$ cat config.mk
export PLATFORM = sky130hd
export DESIGN_NAME = simd_writeback
export DESIGN_NICKNAME = d
export VERILOG_FILES = /design/src/rtl/simd_writeback.sv
export SDC_FILE = /design/constraint.sdc
export NUM_CORES = 1
export LEC_CHECK = 0
export BUFFER_PORTS_ARGS = -buffer_cell sky130_fd_sc_hd__buf_2
export CAP_MARGIN = 20
export CORE_MARGIN = 3
export CORE_UTILIZATION = 45
export DETAILED_ROUTE_END_ITERATION = 12
export PLACE_DENSITY = 0.69
export SLEW_MARGIN = 20
export SYNTH_ARGS = -nofsm -noshare
export SYNTH_HDL_FRONTEND = slang
export SYNTH_SLANG_ARGS = --single-unit
$ cat constraint.sdc
create_clock -name clk -period 4.4 [get_ports clk]
set_input_delay 0.22 -clock clk [delete_from_list [all_inputs] [get_ports clk]]
set_output_delay 0.22 -clock clk [all_outputs]
set_load 0.005 [all_outputs]
$ cat src/rtl/simd_writeback.sv
// SIMD writeback queue: buffers 4xFP32 ALU results and drains them to the VRF.
// Define FLUX_WB_LANE_MASK_EN to carry per-lane write masks through the queue.
module simd_writeback #(
    parameter int DEPTH = 4,
    parameter int DST_W = 4
) (
    input  logic             clk,
    input  logic             rst_n,
    input  logic             alu_valid,
    input  logic [127:0]     alu_result,
    input  logic [DST_W-1:0] alu_dst,
    input  logic [3:0]       alu_lane_mask,
    output logic             issue_stall,
    output logic             rf_wr_valid,
    input  logic             rf_wr_ready,
    output logic [DST_W-1:0] rf_wr_addr,
    output logic [127:0]     rf_wr_data,
    output logic [3:0]       rf_wr_mask,
    output logic             overflow_err
);

    localparam int PTR_W = $clog2(DEPTH);
    localparam int CNT_W = PTR_W + 1;

    logic [127:0]     data_q [DEPTH];
    logic [DST_W-1:0] dst_q  [DEPTH];

    logic [PTR_W-1:0] wr_ptr;
    logic [PTR_W-1:0] rd_ptr;
    logic [CNT_W-1:0] count;
    logic             overflow_q;

    logic empty;
    logic full;
    logic push;
    logic pop;
    logic drop;

    assign empty = (count == '0);
    assign full  = (count == CNT_W'(DEPTH));
    assign pop   = !empty && rf_wr_ready;
    assign push  = alu_valid && (!full || pop);
    assign drop  = alu_valid && full && !pop;

    always_ff @(posedge clk or negedge rst_n) begin
        if (!rst_n) begin
            wr_ptr     <= '0;
            rd_ptr     <= '0;
            count      <= '0;
            overflow_q <= 1'b0;
        end else begin
            if (push) begin
                wr_ptr <= wr_ptr + PTR_W'(1);
            end
            if (pop) begin
                rd_ptr <= rd_ptr + PTR_W'(1);
            end
            unique case (1'b1)
                push && !pop: count <= count + CNT_W'(1);
                pop && !push: count <= count - CNT_W'(1);
                default:      count <= count;
            endcase
            if (drop) begin
                overflow_q <= 1'b1;
            end
        end
    end

    // Payload storage needs no reset; the outputs are gated while empty.
    always_ff @(posedge clk) begin
        if (push) begin
            data_q[wr_ptr] <= alu_result;
            dst_q[wr_ptr]  <= alu_dst;
        end
    end

`ifdef FLUX_WB_LANE_MASK_EN
    logic [3:0] mask_q [DEPTH];

    always_ff @(posedge clk) begin
        if (push) begin
            mask_q[wr_ptr] <= alu_lane_mask;
        end
    end

    assign rf_wr_mask = empty ? 4'h0 : mask_q[rd_ptr];
`else
    logic unused_lane_mask;

    assign unused_lane_mask = ^alu_lane_mask;
    assign rf_wr_mask       = 4'hF;
`endif

    assign rf_wr_valid  = !empty;
    assign rf_wr_addr   = empty ? '0 : dst_q[rd_ptr];
    assign rf_wr_data   = empty ? '0 : data_q[rd_ptr];
    // One slot stays free for the result already inside the ALU.
    assign issue_stall  = (count >= CNT_W'(DEPTH - 1));
    assign overflow_err = overflow_q;

endmodule

==> metrics.yaml <==
status:
  status: "complete, no violations"
logic_synthesis:
  yosysWarnings: 0
  syn_inst: 898
  seq_area_frac_synth_pct: 78.29
  syn_area_per_cell_sq_um: 22.84
  async_flop_share_pct: 1.493
  yosysUniqueCellTypes: 35
  ys.flop_type: "edfxtp_1"
  syn_area_sq_um: 20510
  synth_edf_count: 528
  ys_seq_elements: 536
cells_and_area:
  layout_common_cells: "528 x edfxtp_1, 270 x buf_2, 136 x dlygate4sd3_1"
  stdcell_count: 1962
  design_area_sq_um: 25650
  final_common_cell: "edfxtp_1"
  fillers: 3257
  drive_gt1_share_pct: 36.67
  fin_nets: 1473
  syn2layout_area_growth_pct: 25.05
timing:
  finalSetupTns_ps: 0
  setup_viol: 0
  whs_ps: 378.1
  rsz0062_at_grt: "false"
  tightest_slew_ps: 828.9
  clock-skew-final_ps: 16.75
  fin_crit_sh_pct: 69.33
  period_needed_ps: 3050
  drv_slew: 0
  maxSlewHeadroom_pct: 44.74
  hold_viol: 0
  fmax_mhz: 327.8
clock_network:
  clock-root-buffer: "clkbuf_16"
  clockBufferDepth: 3
  clkSlewWorstSetupHoldPaths_ps: 60
  numCtsBuffers: 53
  post_cts_buffers: 0
  cts_tree: "done"
  clock_latency_ps: 590
  cts_resized: 0
  htreeDepth: 2
  clock-sinks: 536
place:
  hpwl_mm: 23.71
  place_area_sq_um: 22580
  place_inst: 1729
  port_buffers: 270
  place.gp.congestion: 0.7036
worst_setup_path:
  r2r_start: "count[2]"
  crit_type: "flop to primary output"
  reg2reg_depth: 4
  crit_chain: "buf_4, mux4_2, and2_1, buf_2"
  critPathSlowestCell: "dfrtp_4"
  cp.buffers_inverters: 2
  cp_top_family: "flip-flops"
  max_stage_delay_ps: 970
  end_kind: "primary output"
  crit_path_max_fanout: 38
  rrSetupSlack_ps: 1810
  cp.required_ps: 4180
  cp.arrival_ps: 2830
  start_kind: "flop"
  r2r_end: "data_q[3][58]"
pwr:
  ir_worst_vdd_uv: 458.2
  p_leak_nw: 8.898
  p_total_mw: 16.85
  power_per_cell_area_nw_per_um2: 657.1
flow_run:
  drv_cap: 0
routing:
  drt-total-wl_mm: 41.61
  drc_errors: 0
  dr.pass1.iters: 4
  avgRoutedWirePerCell_um: 21.21
  vias_per_cell: 5.207
  ant_nets: 0
  vias: 10220
  drtIter0Drc: 566
floorplanning:
  die_area_sq_um: 48170
  row_count: 77
  start_util_pct: 45.98
  core_area_sq_um: 44610
  fp.dieH_um: 219.5
  pin_count: 279
  dieWidth_um: 219.5
global_route:
  groute.usage.overall_pct: 17.67
  grt_max_degree: 73
  grt.overflow.total: 0
  grt_pass1_wl_mm: 64.54
  first_global_vias: 11280
  antenna_found_initial: 4
hold_path:
  min_path_cells: 2
  hold_end: "data_q[2][122]"
  hp-class: "primary input to flop"
  hold_start: "alu_result[122]"
## sequential cells by signal, summed over array words and instances (netlist names)
name,cells
overflow_err,1
dst_q,16
count,3
wr_ptr,2
data_q,512
rd_ptr,2
## metrics by stage
step / util, % / setup WS [ps]
after CTS: 57.49 / 1228
final: 57.49 / 1350
after global placement: 50.62 / 1804
after floorplan: - / 1351
after global routing: 57.49 / 1132
after detailed placement: 50.62 / 1752
## cell type report
class	instances	area (sq um)	share of cell area, %
tap	592	740.7	2.888
antenna	1	2.502	0.009758
sequential	536	16060	62.63
inverter	4	15.01	0.05855
multi-input combinational	308	4140	16.14
clock buffer	68	1425	5.557
clock inverter	28	279.0	1.088
timing repair buffer	425	2980	11.62
## Yosys cell counts (2+ instances only)
cell type / number / area, sq um
edfxtp_1: 528 / 15860
and2_1: 136 / 850.8
mux4_2: 132 / 2973
buf_2: 16 / 80.08
clkbuf_1: 16 / 60.06
buf_6: 11 / 123.9
dfrtp_1: 8 / 200.2
clkbuf_2: 6 / 30.03
buf_4: 4 / 30.03
ha_1: 4 / 50.05
inv_1: 4 / 15.01
xnor2_1: 3 / 26.28
a21o_1: 2 / 15.01
nand2_1: 2 / 7.510
nand3_1: 2 / 10.01
nor2_1: 2 / 7.510
o211ai_1: 2 / 15.01
o21ai_0: 2 / 10.01
xor2_1: 2 / 17.52
## kinds of logic (layout without fill, tap and decap cells)
logic type	count (synthesis)	count (layout)	share of synthesized area, %
adders and majority gates	5	5	0.3417
AOI/OAI and AO/OA	12	12	0.4332
DFF	536	536	78.29
other	1	5	0.01829
muxes	133	133	14.55
xor gates and xnor gates	5	5	0.2136
and+or+nand+nor	149	149	4.503
buffers and inverters	57	525	1.653
## layer usage
metal / GRT usage [%] / up-vias / share of wire (%)
met5: 0 / - / 0.053
met4: 5.206 / 4 / 2.1
met3: 4.909 / 71 / 7.8
met2: 29.78 / 320 / 50
met1: 22.60 / 5296 / 40
li1: - / 4525 / -
## where the power goes
part           internal, mW  leakage, nW  total (mW)  switching (mW)
Combinational          2.73         3.13        5.32            2.59
Sequential             6.72         4.93        7.12           0.399
Clock                  2.62        0.836        4.41            1.79
Total                  12.1         8.90        16.9            4.78
## repair_timing
action,in CTS,in global routing
setup endpoints to repair,0,0
endpoints found under the hold margin,539,0
hold buffers,136,0
## worst max path at each step
stage                     depth (start not counted)              end  startpoint  slack, ps
after CTS                                         4   rf_wr_data[88]   rd_ptr[0]       1230
after detailed placement                          4    data_q[3][59]    count[2]       1750
final                                             4  rf_wr_data[102]   rd_ptr[0]       1350
after floorplan                                   4     data_q[0][0]    count[2]       1350
after global placement                            4    data_q[3][59]    count[2]       1800
after global routing                              4   rf_wr_data[90]   rd_ptr[0]       1130
Note: power is estimated with default switching activity, not from simulation.
